`src/rtl/ysyx_22041071_ifu_axi_rd.sv`:
```
// ---------------------------------------------------------------------------
// ysyx_22041071_ifu_axi_rd
//
// Instruction-fetch AXI4 read master. Sits directly downstream of the PC
// stage: takes one fetch request, runs a single AR + R transaction on the AXI
// bus and hands the 32-bit instruction plus its PC to decode.
//
// Handshake semantics (all interfaces): a transfer happens on the rising edge
// where both valid and ready are high. A master holds valid and its payload
// stable until that edge; ready may be raised or dropped freely. cpu_ready is
// this block's ready for the PC stage (high only in IDLE).
//
// Ports
//   clk, reset         clock (rising edge) / asynchronous active-low reset
//   cpu_ar_valid       fetch request valid from the PC stage
//   cpu_addr/len/size  fetch address, burst length-1, beat size code
//   cpu_ready          request accepted this cycle when cpu_ar_valid is high
//   inst_valid         one-cycle pulse, inst/inst_pc valid
//   inst, inst_pc      fetched instruction and the address it came from
//   rd_err             one-cycle pulse with inst_valid on bad rresp / rlast
//   axi_ar*            AXI4 read-address channel (master side)
//   axi_r*             AXI4 read-data channel (master side)
//   dbg_state          current FSM state, for checkers and debug
//
// The instruction select uses rdata[63:32] / rdata[31:0], so DATA_W must be
// at least 64.
// ---------------------------------------------------------------------------
module ysyx_22041071_ifu_axi_rd #(
  parameter int          ADDR_W = 64,
  parameter int          DATA_W = 64,
  parameter int          LEN_W  = 8,
  parameter int          ID_W   = 4,
  parameter int unsigned IF_ID  = 0
) (
  input  logic              clk,
  input  logic              reset,

  // fetch request from the PC stage
  input  logic              cpu_ar_valid,
  input  logic [ADDR_W-1:0] cpu_addr,
  input  logic [LEN_W-1:0]  cpu_len,
  input  logic [1:0]        cpu_size,
  output logic              cpu_ready,

  // instruction to decode
  output logic              inst_valid,
  output logic [31:0]       inst,
  output logic [ADDR_W-1:0] inst_pc,
  output logic              rd_err,

  // AXI4 read-address channel
  output logic              axi_arvalid,
  input  logic              axi_arready,
  output logic [ADDR_W-1:0] axi_araddr,
  output logic [ID_W-1:0]   axi_arid,
  output logic [LEN_W-1:0]  axi_arlen,
  output logic [2:0]        axi_arsize,
  output logic [1:0]        axi_arburst,

  // AXI4 read-data channel
  input  logic              axi_rvalid,
  output logic              axi_rready,
  input  logic [DATA_W-1:0] axi_rdata,
  input  logic [1:0]        axi_rresp,
  input  logic              axi_rlast,
  input  logic [ID_W-1:0]   axi_rid,

  // debug
  output logic [1:0]        dbg_state
);

  localparam logic [ID_W-1:0] IF_ID_L = ID_W'(IF_ID);

  typedef enum logic [1:0] {
    S_IDLE = 2'd0,
    S_AR   = 2'd1,
    S_R    = 2'd2,
    S_DONE = 2'd3
  } state_t;

  state_t            state;
  logic              err_q;
  // One bit wider than arlen so an overlong burst (missing rlast) can never
  // wrap the count back onto a false "beat == arlen" match.
  logic [LEN_W:0]    beat_cnt;

  logic              beat_ok;
  logic              len_mismatch;
  logic              err_next;
  logic [LEN_W:0]    beat_cnt_next;
  logic [31:0]       inst_sel;

  // Constant AR fields: single ID, INCR bursts.
  assign axi_arid    = IF_ID_L;
  assign axi_arburst = 2'b01;

  assign cpu_ready   = (state == S_IDLE);
  assign dbg_state   = state;

  always_comb begin
    beat_ok       = 1'b0;
    len_mismatch  = 1'b0;
    err_next      = err_q;
    beat_cnt_next = beat_cnt;
    inst_sel      = axi_araddr[2] ? axi_rdata[63:32] : axi_rdata[31:0];

    // Beats tagged with a foreign rid are consumed (rready is high) but have
    // no effect on this transaction.
    beat_ok = (state == S_R) && axi_rvalid && axi_rready && (axi_rid == IF_ID_L);

    // rlast must arrive exactly on beat arlen: early rlast, or a beat at or
    // past arlen without rlast, are both protocol errors.
    if (axi_rlast)
      len_mismatch = (beat_cnt != {1'b0, axi_arlen});
    else
      len_mismatch = (beat_cnt >= {1'b0, axi_arlen});

    if (beat_ok) begin
      err_next = err_q | (axi_rresp != 2'b00) | len_mismatch;
      if (beat_cnt != {(LEN_W+1){1'b1}})
        beat_cnt_next = beat_cnt + 1'b1;
    end
  end

  always_ff @(posedge clk or negedge reset) begin
    if (!reset) begin
      state       <= S_IDLE;
      axi_arvalid <= 1'b0;
      axi_rready  <= 1'b0;
      inst_valid  <= 1'b0;
      rd_err      <= 1'b0;
      inst        <= '0;
      inst_pc     <= '0;
      axi_araddr  <= '0;
      axi_arlen   <= '0;
      axi_arsize  <= '0;
      err_q       <= 1'b0;
      beat_cnt    <= '0;
    end else begin
      case (state)
        S_IDLE: begin
          if (cpu_ar_valid) begin
            // The AR register doubles as the latched request for the whole
            // transaction (address select, inst_pc, expected burst length).
            axi_araddr  <= cpu_addr;
            axi_arlen   <= cpu_len;
            axi_arsize  <= {1'b0, cpu_size};
            axi_arvalid <= 1'b1;
            err_q       <= 1'b0;
            beat_cnt    <= '0;
            state       <= S_AR;
          end
        end

        S_AR: begin
          // arvalid is always high here, so arready alone completes it.
          if (axi_arready) begin
            axi_arvalid <= 1'b0;
            axi_rready  <= 1'b1;
            state       <= S_R;
          end
        end

        S_R: begin
          if (beat_ok) begin
            err_q    <= err_next;
            beat_cnt <= beat_cnt_next;
            if (beat_cnt == '0) begin
              inst    <= inst_sel;
              inst_pc <= axi_araddr;
            end
            if (axi_rlast) begin
              axi_rready <= 1'b0;
              inst_valid <= 1'b1;
              rd_err     <= err_next;
              state      <= S_DONE;
            end
          end
        end

        S_DONE: begin
          inst_valid <= 1'b0;
          rd_err     <= 1'b0;
          state      <= S_IDLE;
        end

        default: begin
          state <= S_IDLE;
        end
      endcase
    end
  end

endmodule

```
`config.mk`:
```
export PLATFORM = sky130hd
export DESIGN_NAME = ysyx_22041071_ifu_axi_rd
export DESIGN_NICKNAME = d
export VERILOG_FILES = /design/src/rtl/ysyx_22041071_ifu_axi_rd.sv
export SDC_FILE = /design/constraint.sdc
export NUM_CORES = 1
export LEC_CHECK = 0
export ABC_AREA = 1
export CORE_UTILIZATION = 25
export CTS_CLUSTER_DIAMETER = 200
export CTS_CLUSTER_SIZE = 25
export DETAILED_ROUTE_END_ITERATION = 10
export GPL_ROUTABILITY_DRIVEN = 0
export SLEW_MARGIN = 20
export SYNTH_ARGS = -nofsm -noshare
export SYNTH_HDL_FRONTEND = slang
export SYNTH_SLANG_ARGS = --single-unit
```
`constraint.sdc`:
```
create_clock -name clk -period 1.96 [get_ports clk]
set_input_delay 0.588 -clock clk [delete_from_list [all_inputs] [get_ports clk]]
set_output_delay 0.588 -clock clk [all_outputs]
set_load 0.005 [all_outputs]
```
After elaboration in Yosys (flattened, before gate mapping)
Index checks and enable logic that the tools add are counted.
W data, S select, Z words.
{"block": "classes", "n_bitwise": 2, "mux": 27, "n_eq_ne": 10, "add_sub_neg": 1, "n_lt_le_gt_ge": 1, "n_reduce_logical": 19}
{"cell": "$mux W32", "count": 1}
{"cell": "$mux W9", "count": 3}
{"cell": "$pmux W9 S2", "count": 1}
{"cell": "$mux W1", "count": 12}
{"cell": "$reduce_and A3 Y1", "count": 4}
{"cell": "$reduce_and A4 Y1", "count": 3}
{"cell": "$pmux W1 S2", "count": 5}
{"cell": "$reduce_bool A2 Y1", "count": 5}
{"cell": "$add A9 B1 Y9 const B", "count": 1}
{"cell": "$ge A9 B8 Y1", "count": 1}
{"cell": "$logic_not A9 Y1", "count": 1}
{"cell": "$ne A9 B8 Y1", "count": 1}
{"cell": "$ne A9 B9 Y1 const B", "count": 1}
{"cell": "$mux W2", "count": 4}
{"cell": "$ne A2 B2 Y1 const B", "count": 4}
{"cell": "$pmux W2 S4", "count": 1}
{"cell": "$eq A2 B2 Y1 const B", "count": 2}
{"cell": "$logic_not A4 Y1", "count": 1}
{"cell": "$logic_and A1 B1 Y1", "count": 3}
{"cell": "$eq A2 B1 Y1 const B", "count": 1}
{"cell": "$logic_not A2 Y1", "count": 1}
{"cell": "$ne A2 B1 Y1 const B", "count": 1}
{"cell": "$or A1 B1 Y1", "count": 2}
{"cell": "$reduce_and A2 Y1", "count": 1}
{"block": "word_totals", "output_inout_bits": 184, "input_bits": 150, "regBits": 186}

Logic depth before layout (Yosys ltp)
Gate-level depths: netlist (run 1).
{"block": "logic_depth", "ltp_word": 6, "mapped_depth": 12}

Least setup slack after synthesis (run 1)
No wires, ideal clock.
{"block": "synth_path", "kind": "register to register", "startpoint": "reg beat_cnt[1]", "endpoint": "reg beat_cnt[4]", "arrival_time_ps": 1548, "synth_period_minus_slack_ps": 1643, "n_path_buf": 1, "setup_ps": 95, "stages_incl_launch_ff": 12, "setup_slack_ps": 317, "cell_sequence": "dfrtp_1 > ha_1 > nand3_1 > nor2_1 > nand3_1 > nor2_1 > ha_1 > nand2_1 > nand3_2 > buf_2 > nand2_1 > o31ai_1"}
{"block": "synth_between", "elab_chain_cells": 4}
{"item": "start, declared", "line_no": "85", "text": "logic [LEN_W:0] beat_cnt;"}
{"item": "start signal, assigned", "line_no": "167", "text": "beat_cnt <= beat_cnt_next;"}
{"item": "$add A9 B1 Y9", "line_no": "121", "text": "beat_cnt_next = beat_cnt + 1'b1;"}
{"item": "$mux W9", "line_no": "120", "text": "if (beat_cnt != {(LEN_W+1){1'b1}})"}
{"item": "$mux W9", "line_no": "165", "text": "if (beat_ok) begin"}
{"item": "$pmux W9 S2", "line_no": "140", "text": "case (state)"}
Parallel ways exist; a longest one is shown, timed or not. The select of a mux whose other input is x is not followed.
A chain may end at the register's enable or synchronous reset.

Worst setup path in the final report (run 1)
{"block": "layout_path", "startpoint": "reg rd_err", "endpoint": "out rd_err"}
{"item": "start, declared", "line_no": "49", "text": "output logic rd_err,"}
{"item": "start signal, assigned", "line_no": "175", "text": "rd_err <= err_next;"}
No word-level cell between the ends.

==> impl_results.md, run 1 <==
- Synth cell count leaders: 297 x nand2_1, 186 x dfrtp_1, 116 x inv_1, 100 x o21ai_0, 49 x o21ai_2
- Yosys top cell by area: dfrtp_1
- Syn_area_per_cell: 9.00 um2
- Top cells by area, synth: dfrtp_1 57%, nand2_1 14%, o21ai_0 6.1%, inv_1 5.3%, o21ai_2 5.2%
- CP top delay family: buffers and inverters
- Design Area, Final: 12,800 um2
- Worst slew pin tran: 553 ps
- Worst-skew pair later-pin latency: 440 ps
- N_diodes: 0
- Worst R2R Start: beat_cnt[0]
- Final hold violation count: 0
- H-tree depth: 4
- Fin. max-slew vios: 0
- Post-synth ARST share: 100%
- Buffers and inverters on the worst path: 1
- DR vias/cell: 4.07
- Drt first pass iters: 4
- Distinct cells, synth: 32
- Initial Util: 25.7%
- Detailed placement HPWL: 18,300 um
- Reg2reg end: beat_cnt[0]
- Clk slew on worst S/H paths: 80 ps
- Final antenna-violating net count: 0
- Worst Setup Start Kind: flop
- Slowest-stage cell, CP: clkdlybuf4s50_1
- First-pass GRT wire length: 37,500 um
- Final Cycle Share: 97.5%
- Most frequent cell after synthesis: nand2_1
- Post-synthesis sequential area ratio: 56.8%
- CP peak stage delay: 510 ps
- GRT Util Overall: 14.6%
- Crit path to: rd_err
- CP Capture Type: output pin
- Mapped cell area: 8190 um2
- Chip Height: 183 um
- Core Area: 31,900 um2
- Total die area: 33,500 um2
- DP Area: 12,100 um2
- # IOs: 334
- DIE WIDTH: 183 um
- Area growth syn-to-layout: 56.8%
- Clock sinks: 186
- Drt total wl: 23,900 um
- Largest net degree at the start of global routing: 67
- Yosys warnings: 0
- Register bit total from synthesis: 186
- CTS tree: done
- Hold buffer count at CTS: 0
- Initial antenna violation count: 2
- Max Root-Sink Buffers: 2
- Worst endpoint required time: 1370 ps
- Number of flops mapped to enable cells by yosys: 0
- Top-area cell type share of the netlist area: 56.8%
- Port Buffers: 326
- Hold/Removal Path Class: input pin to async pin
- Row count: 65
- Critical path origin: rd_err
- Arrival @ worst endpoint: 1320 ps
- Outcome: complete, no violations
- Setup CP Type: flop to output pin
- Leakage: 6.36 nW
- Count of final setup violators: 0
- Slew headroom: 63.1%
- Crit-path cells: clkdlybuf4s50_1
- Power Total: 0.0167 W
- Detailed Route Iter0 Violations: 409
- Max-cap violations: 0
- Crit path time final: 1910 ps
- # DRC: 0
- Nets: 1,426
- Vias in the first global route: 6,701
- Min Hold Slack: 81.0 ps
- DR vias: 6,949
- Fill cell count: 3,197
- Pwr/cell area: 1300 nW/um2
- DR WL/cell: 14.0 um
- Num CTS Buffers: 17
- R2R Setup Slk: 160 ps
- CP max FO: 2
- Share of cells above drive strength 1: 11.5%
- Cells after synthesis: 910
- R2R depth: 11
- Grt total ovfl: 0
- Clk root buf: clkbuf_16
- Synth Flop Type: dfrtp_1
- VDD IR max: 0.600 mV
- Instance count on the critical path: 1
- Setup Skew: 12.5 ps
- FMAX: 0.523 GHz
cell usage in the layout (no fill, tap or decap), types with 4 or more instances in the layout:
| cell type | instances |
|---|---|
| nand2_1 | 297 |
| clkdlybuf4s50_1 | 278 |
| dfrtp_1 | 185 |
| inv_1 | 114 |
| o21ai_0 | 98 |
| o21ai_2 | 50 |
| buf_4 | 45 |
| o21ai_1 | 44 |
| dlymetal6s2s_1 | 33 |
| clkbuf_16 | 17 |
| ha_1 | 14 |
| nor2_1 | 13 |
| dlygate4sd2_1 | 13 |
| nand3_1 | 12 |
| buf_12 | 8 |
| conb_1 | 7 |
| clkinvlp_4 | 4 |
worst min-delay path by stage:
stage	endpoint	slack (ps)	cells after the start
2_1_floorplan	axi_araddr[0]	290	0
3_3_place_gp	inst_pc[54]	460	2
3_5_place_dp	inst_valid	460	2
4_1_cts	dbg_state[0]	80	1
5_1_grt	dbg_state[0]	80	1
6_report	dbg_state[0]	80	1
power breakdown:
| group | switching (W) | total (W) | internal, W | leakage (nW) |
|---|---|---|---|---|
| logic | 0.00321 | 0.00707 | 0.00386 | 3.63 |
| registers | 0.000777 | 0.00609 | 0.00531 | 2.44 |
| clock network | 0.00157 | 0.00354 | 0.00197 | 0.281 |
| total | 0.00556 | 0.0167 | 0.0111 | 6.36 |
routing by layer:
metal  wire, um  share of wire, %  vias to the layer above  global-route usage [%]
met5         24              0.10                        -                       0
met4        654               2.7                        4                    5.87
met1       9900                41                     3199                    17.1
met2      12100                50                      173                    25.0
met3       1280               5.3                       40                    4.07
li1           -                 -                     3533                       -
cell type report:
class	instances	area, um2	share of cell area, %
Clock inverter	11	135	1.05
Multi-Input combinational cell	559	2770	21.6
Timing Repair Buffer	379	3830	29.8
Inverter	118	449	3.50
Tap cell	435	544	4.24
Sequential cell	186	4660	36.3
Clock buffer	21	460	3.59
repair_timing:
item                                    4_1_cts  5_1_grt
pin swaps                                     0        1
setup buffers                                 5        6
endpoints found under the setup margin       18       43
gates cloned                                  0        0
gates resized for setup                      15       44
logic make-up (layout without fill, tap and decap cells):
family                   after synthesis  in the layout  share of synthesized area, %
AND/OR/NAND/NOR                      335            335                          16.0
AO/OA/AOI/OAI                        200            200                          14.6
flip-flops                           186            186                          56.8
buffers and inverters                170            529                          9.99
adder cells (fa/ha/maj)               15             15                          2.29
other                                  2              7                        0.0917
XOR/XNOR                               2              2                         0.214
per-stage QoR:
stage / setup WS (ps) / util (%) / TNS, ps / instances
floorplan: 317 / - / 0 / 915
global placement: -217 / 37.9 / -13960 / 1666
detailed placement: -239 / 37.9 / -14680 / 1666
CTS: -9.79 / 39.8 / -9.79 / 1703
global route: -7.15 / 40.3 / -7.15 / 1709
finish: 48.2 / 40.3 / 0 / 1709
state kept, by name, summed over array words and instances (netlist names):
| name | cells |
|---|---|
| dbg_state | 2 |
| axi_arsize | 2 |
| inst | 32 |
| beat_cnt | 9 |
| inst_pc | 64 |
| inst_valid | 1 |
| axi_arlen | 8 |
| rd_err | 1 |
| axi_rready | 1 |
| axi_araddr | 64 |
| axi_arvalid | 1 |
| err_q | 1 |
Note: power is estimated with default switching activity, not from simulation.
==> run 2, diff against run 1 <==
--- a/config.mk
+++ b/config.mk
@@ -6,6 +6,7 @@
 export NUM_CORES = 1
 export LEC_CHECK = 0
 export ABC_AREA = 1
+export CORE_ASPECT_RATIO = 2
 export CORE_UTILIZATION = 25
 export CTS_CLUSTER_DIAMETER = 200
 export CTS_CLUSTER_SIZE = 25
==> constraint.sdc (replaced) <==
create_clock -name clk -period 2.1 [get_ports clk]
set_input_delay 0.63 -clock clk [delete_from_list [all_inputs] [get_ports clk]]
set_output_delay 0.63 -clock clk [all_outputs]
set_load 0.005 [all_outputs]
==> impl_results.md, run 2 (synthesis results as in run 1) <==
- DR vias: 7,044
- Largest regs: axi_araddr x64, inst_pc x64, inst x32
- CTS tree: done
- Clock sinks: 186
- Port Buffers: 326
- CP max FO: 3
- DRT met1 WL: 9080 um
- Nets: 1,418
- Row count: 93
- Chip Height: 258 um
- Final Util: 39.3%
- Max-cap violations: 0
- Detailed placement HPWL: 20,600 um
- Min Hold Slack: 117 ps
- DR WL/cell: 15.6 um
- Area of the multi-input gates: 2770 um2
- Worst endpoint required time: 1470 ps
- Drt total wl: 26,400 um
- # DRC: 0
- WL met2: 14,900 um
- Share of cells above drive strength 1: 10.7%
- Setup TNS: 0 ps
- Hold buffer count at CTS: 0
- Grt total ovfl: 0
- DR vias/cell: 4.15
- Largest net degree at the start of global routing: 67
- Final Cycle Share: 95.9%
- Fill cell count: 3,238
- Vias in the first global route: 7,225
- First-pass GRT wire length: 40,100 um
- Count of final setup violators: 0
- R2R depth: 11
- DR top layer: met5
- # IOs: 334
- Buffers and inverters on the worst path: 1
- GRT Util Overall: 16.3%
- Core Area: 32,200 um2
- Clk root buf: clkbuf_16
- Hold/Removal Path Class: input pin to async pin
- Metal3 WL: 1180 um
- Drt first pass iters: 4
- Setup Skew: 9.72 ps
- Most frequent cells in the layout: 322 x clkdlybuf4s50_1, 297 x nand2_1, 185 x dfrtp_1
- Setup CP Type: flop to output pin
- Area growth syn-to-layout: 54.8%
- Final antenna-violating net count: 0
- Detailed Route Iter0 Violations: 282
- DIE WIDTH: 130 um
- Final hold violation count: 0
- Outcome: complete, no violations
- Leakage: 5.80 nW
- Crit-path cells: clkdlybuf4s50_1
- Arrival @ worst endpoint: 1380 ps
- Slew headroom: 63.1%
- Slowest-stage cell, CP: clkdlybuf4s50_1
- Clk slew on worst S/H paths: 70 ps
- Crit path time final: 2010 ps
- Total die area: 33,500 um2
- CP Capture Type: output pin
- FMAX: 0.496 GHz
- CP top delay family: buffers and inverters
- Instance count on the critical path: 1
- Commonest non-fill, non-tap cell in the layout: clkdlybuf4s50_1
- Pwr/cell area: 1230 nW/um2
- CP peak stage delay: 530 ps
- Initial antenna violation count: 6
- Fin. max-slew vios: 0
- Max Root-Sink Buffers: 2
- Worst-skew pair later-pin latency: 440 ps
- VDD IR max: 0.538 mV
- Initial Util: 25.4%
- Worst slew pin tran: 553 ps
- H-tree depth: 4
- Sequential cell area: 4660 um2
- Num CTS Buffers: 17
- Worst Setup Start Kind: flop
run 2: cell types whose count changed in the layout (fill, tap and decap cells not counted), moves of 2 or more:
cell,delta
o21ai_0,+2
buf_12,+2
clkdlybuf4s50_1,+44
diode_2,+4
dlymetal6s2s_1,-33
clkinv_2,+4
buf_4,-10
dlygate4sd2_1,-10
bufinv_16,-2
clkinvlp_4,-4
run 2: final cells by class:
cell class                      count  area share (%)
Timing Repair Buffer              371            29.4
Sequential cell                   186            36.7
Inverter                          118            3.51
Clock buffer                       19            3.49
Tap cell                          427            4.21
Antenna cell                        4          0.0790
Multi-Input combinational cell    559            21.9
Clock inverter                     12           0.730
run 2: power breakdown:
part	internal, W	leakage (nW)	switching [W]
Clock	0.00156	0.270	0.00147
Sequential	0.00496	2.44	0.000794
Combinational	0.00367	3.09	0.00310
Total	0.0102	5.80	0.00536
run 2: path summary, 6_finish.rpt:
| check | from | end | slack, ps |
|---|---|---|---|
| worst min register to register | inst_pc[55] | inst_pc[55] | 480 |
| worst min-delay path | reset | axi_araddr[16] | 120 |
| worst max-delay path | axi_rready | axi_rready | 90 |
| min in group clk | inst_pc[55] | inst_pc[55] | 480 |
| max in group asynchronous | reset | inst_pc[28] | 1250 |
| worst max register to register | beat_cnt[1] | beat_cnt[0] | 150 |
run 2: through the flow:
step / cell area (um2) / setup slack, ps / instances / total power (W)
detailed placement: 12100 / -119 / 1657 / 0.0126
floorplan: 8210 / 457 / 915 / 0.00823
global route: 12700 / -7.56 / 1695 / 0.0167
finish: 12700 / 85.3 / 1696 / 0.0155
CTS: 12600 / 18.9 / 1689 / 0.0158
global placement: 12100 / -121 / 1657 / 0.0125
run 2: what timing repair did:
action | CTS | global route
hold endpoints to repair | 0 | 0
gates resized for setup | 7 | 2
cloned | 0 | 0
setup buffers | 1 | 3
endpoints found under the setup margin | 2 | 6
pin swaps | 0 | 0
run 2: per-layer routing:
metal,vias to the layer above,track usage [%]
met3,55,3.67
met2,198,30.4
met4,4,9.98
met1,3269,15.8
li1,3518,-
met5,-,0
==> run 3, diff against run 2 <==
--- a/config.mk
+++ b/config.mk
@@ -11,7 +11,7 @@
 export CTS_CLUSTER_DIAMETER = 200
 export CTS_CLUSTER_SIZE = 25
 export DETAILED_ROUTE_END_ITERATION = 10
-export GPL_ROUTABILITY_DRIVEN = 0
+export GPL_ROUTABILITY_DRIVEN = 1
 export SLEW_MARGIN = 20
 export SYNTH_ARGS = -nofsm -noshare
 export SYNTH_HDL_FRONTEND = slang
==> constraint.sdc (replaced) <==
create_clock -name clk -period 2.1 [get_ports clk]
set_input_delay 0.63 -clock clk [delete_from_list [all_inputs] [get_ports clk]]
set_output_delay 0.63 -clock clk [all_outputs]
set_load 0.05 [all_outputs]
==> impl_results.md, run 3 (synthesis results as in run 1) <==
- Outcome: complete, no violations
- CP top delay family: flip-flops
- CTS tree: done
- Worst-skew pair later-pin latency: 440 ps
- Initial Util: 25.4%
- Commonest non-fill, non-tap cell in the layout: nand2_1
- DR vias: 6,985
- First-pass GRT wire length: 39,800 um
- Core Area: 32,200 um2
- CP Capture Type: output pin
- Detailed Route Iter0 Violations: 334
- Hold/Removal Path Class: input pin to async pin
- Setup Skew: 10.0 ps
- Crit-path cells: inv_1 > ha_4 > buf_12
- Sequential cell area: 4660 um2
- Vias in the first global route: 6,999
- Hold buffer count at CTS: 0
- Most frequent cells in the layout: 297 x nand2_1, 191 x buf_4, 185 x dfrtp_1
- # DRC: 0
- Max-cap violations: 0
- Largest regs: axi_araddr x64, inst_pc x64, inst x32
- GRT Util Overall: 16.2%
- Final antenna-violating net count: 0
- Worst Setup Start Kind: flop
- CP peak stage delay: 440 ps
- R2R Setup Slk: 180 ps
- H-tree depth: 4
- Total die area: 33,500 um2
- Setup CP Type: flop to output pin
- Max Root-Sink Buffers: 2
- DR vias/cell: 4.15
- CP max FO: 5
- Nets: 1,401
- Worst R2R Start: beat_cnt[1]
- Area growth syn-to-layout: 48.8%
- Fill cell count: 3,346
- Drt first pass iters: 4
- Clock sinks: 186
- Gpl congestion: 0.882
- Count of final setup violators: 0
- Clk root buf: clkbuf_16
- Final Util: 37.8%
- Port Buffers: 326
- Num CTS Buffers: 17
- Pwr/cell area: 1650 nW/um2
- Area of the multi-input gates: 2780 um2
- Clk slew on worst S/H paths: 70 ps
- Leakage: 6.03 nW
- RSZ-0062 raised after global routing: true
- Largest net degree at the start of global routing: 58
- Final hold violation count: 0
- Detailed placement HPWL: 20,500 um
- R2R depth: 11
- Chip Height: 258 um
- VDD IR max: 0.605 mV
- DR WL/cell: 15.6 um
- Buffers and inverters on the worst path: 2
- Placed Cells: 1,643
- FMAX: 0.498 GHz
- Arrival @ worst endpoint: 1380 ps
- Final Cycle Share: 95.7%
- Worst endpoint required time: 1470 ps
- Slowest-stage cell, CP: dfrtp_1
- # IOs: 334
- Fin. max-slew vios: 0
- Grt total ovfl: 0
- Reg2reg end: beat_cnt[0]
- Drt total wl: 26,300 um
- Initial antenna violation count: 8
- Crit path time final: 2010 ps
- Row count: 93
- DIE WIDTH: 130 um
- Share of cells above drive strength 1: 23.5%
- Post-Layout Cell Count: 1,682
-- run 3: changes by cell type in the layout (fill, tap and decap cells not counted), moves of 2 or more --
cell | previous run | this run
buf_4 | 35 | 191
clkdlybuf4s50_1 | 322 | 148
diode_2 | 4 | 6
bufinv_16 | 0 | 2
-- run 3: worst max-delay path by stage --
| stage | cells after the start | to | slack (ps) | start |
|---|---|---|---|---|
| 2_1_floorplan | 8 | beat_cnt[2] | 70 | dbg_state[1] |
| 3_3_place_gp | 9 | inst_pc[7] | -190 | axi_rid[1] |
| 4_1_cts | 3 | cpu_ready | 20 | dbg_state[0] |
| 6_report | 3 | cpu_ready | 90 | dbg_state[1] |
| 5_1_grt | 11 | beat_cnt[0] | -10 | beat_cnt[1] |
| 3_5_place_dp | 9 | inst_pc[1] | -200 | axi_rid[3] |
-- run 3: final cells by class --
type / instances / area share (%)
antenna: 6 / 0.123
sequential: 186 / 38.2
multi-input combinational: 559 / 22.8
timing repair buffer: 354 / 26.0
tap: 427 / 4.38
clock buffer: 20 / 3.75
inverter: 118 / 3.65
clock inverter: 12 / 1.14
-- run 3: through the flow --
stage                     worst slack, ps  hold slack [ps]  setup TNS, ps  power, W  instance area, um2
after floorplan                      69.2              334              0    0.0130                8210
after global placement               -188              461          -1910    0.0168               11500
after detailed placement             -196              464          -2030    0.0170               11500
after CTS                            16.8             73.2              0    0.0203               12100
after global routing                -13.0             81.0          -13.0    0.0213               12200
final                                90.3             90.5              0    0.0201               12200
-- run 3: worst reg2reg max path, cell delays in order (launching register included) --
cell     delay, ps
dfrtp_1        400
ha_1           210
nand3_1        160
nor2_2         130
nand3_1        100
nor2_1         110
ha_1           190
nand2_1        100
nand3_4        160
inv_1          100
nand3_1         70
o21ai_0         70
-- run 3: what timing repair did --
action | 4_1_cts | 5_1_grt
gates resized for setup | 4 | 6
setup buffers | 0 | 1
setup endpoints to repair | 4 | 12
-- run 3: where the power goes --
group | switching (W) | total [W] | internal (W)
logic | 0.00780 | 0.0110 | 0.00318
clock network | 0.00145 | 0.00329 | 0.00183
registers | 0.000898 | 0.00586 | 0.00496
total | 0.0102 | 0.0201 | 0.00998
-- run 3: routing by layer --
metal | up-vias | part of all wire (%) | track usage [%]
li1 | 3498 | - | -
met1 | 3231 | 35 | 16.1
met2 | 191 | 56 | 29.7
met3 | 61 | 4.3 | 3.81
met4 | 4 | 4.9 | 10.1
met5 | - | 0.080 | 0
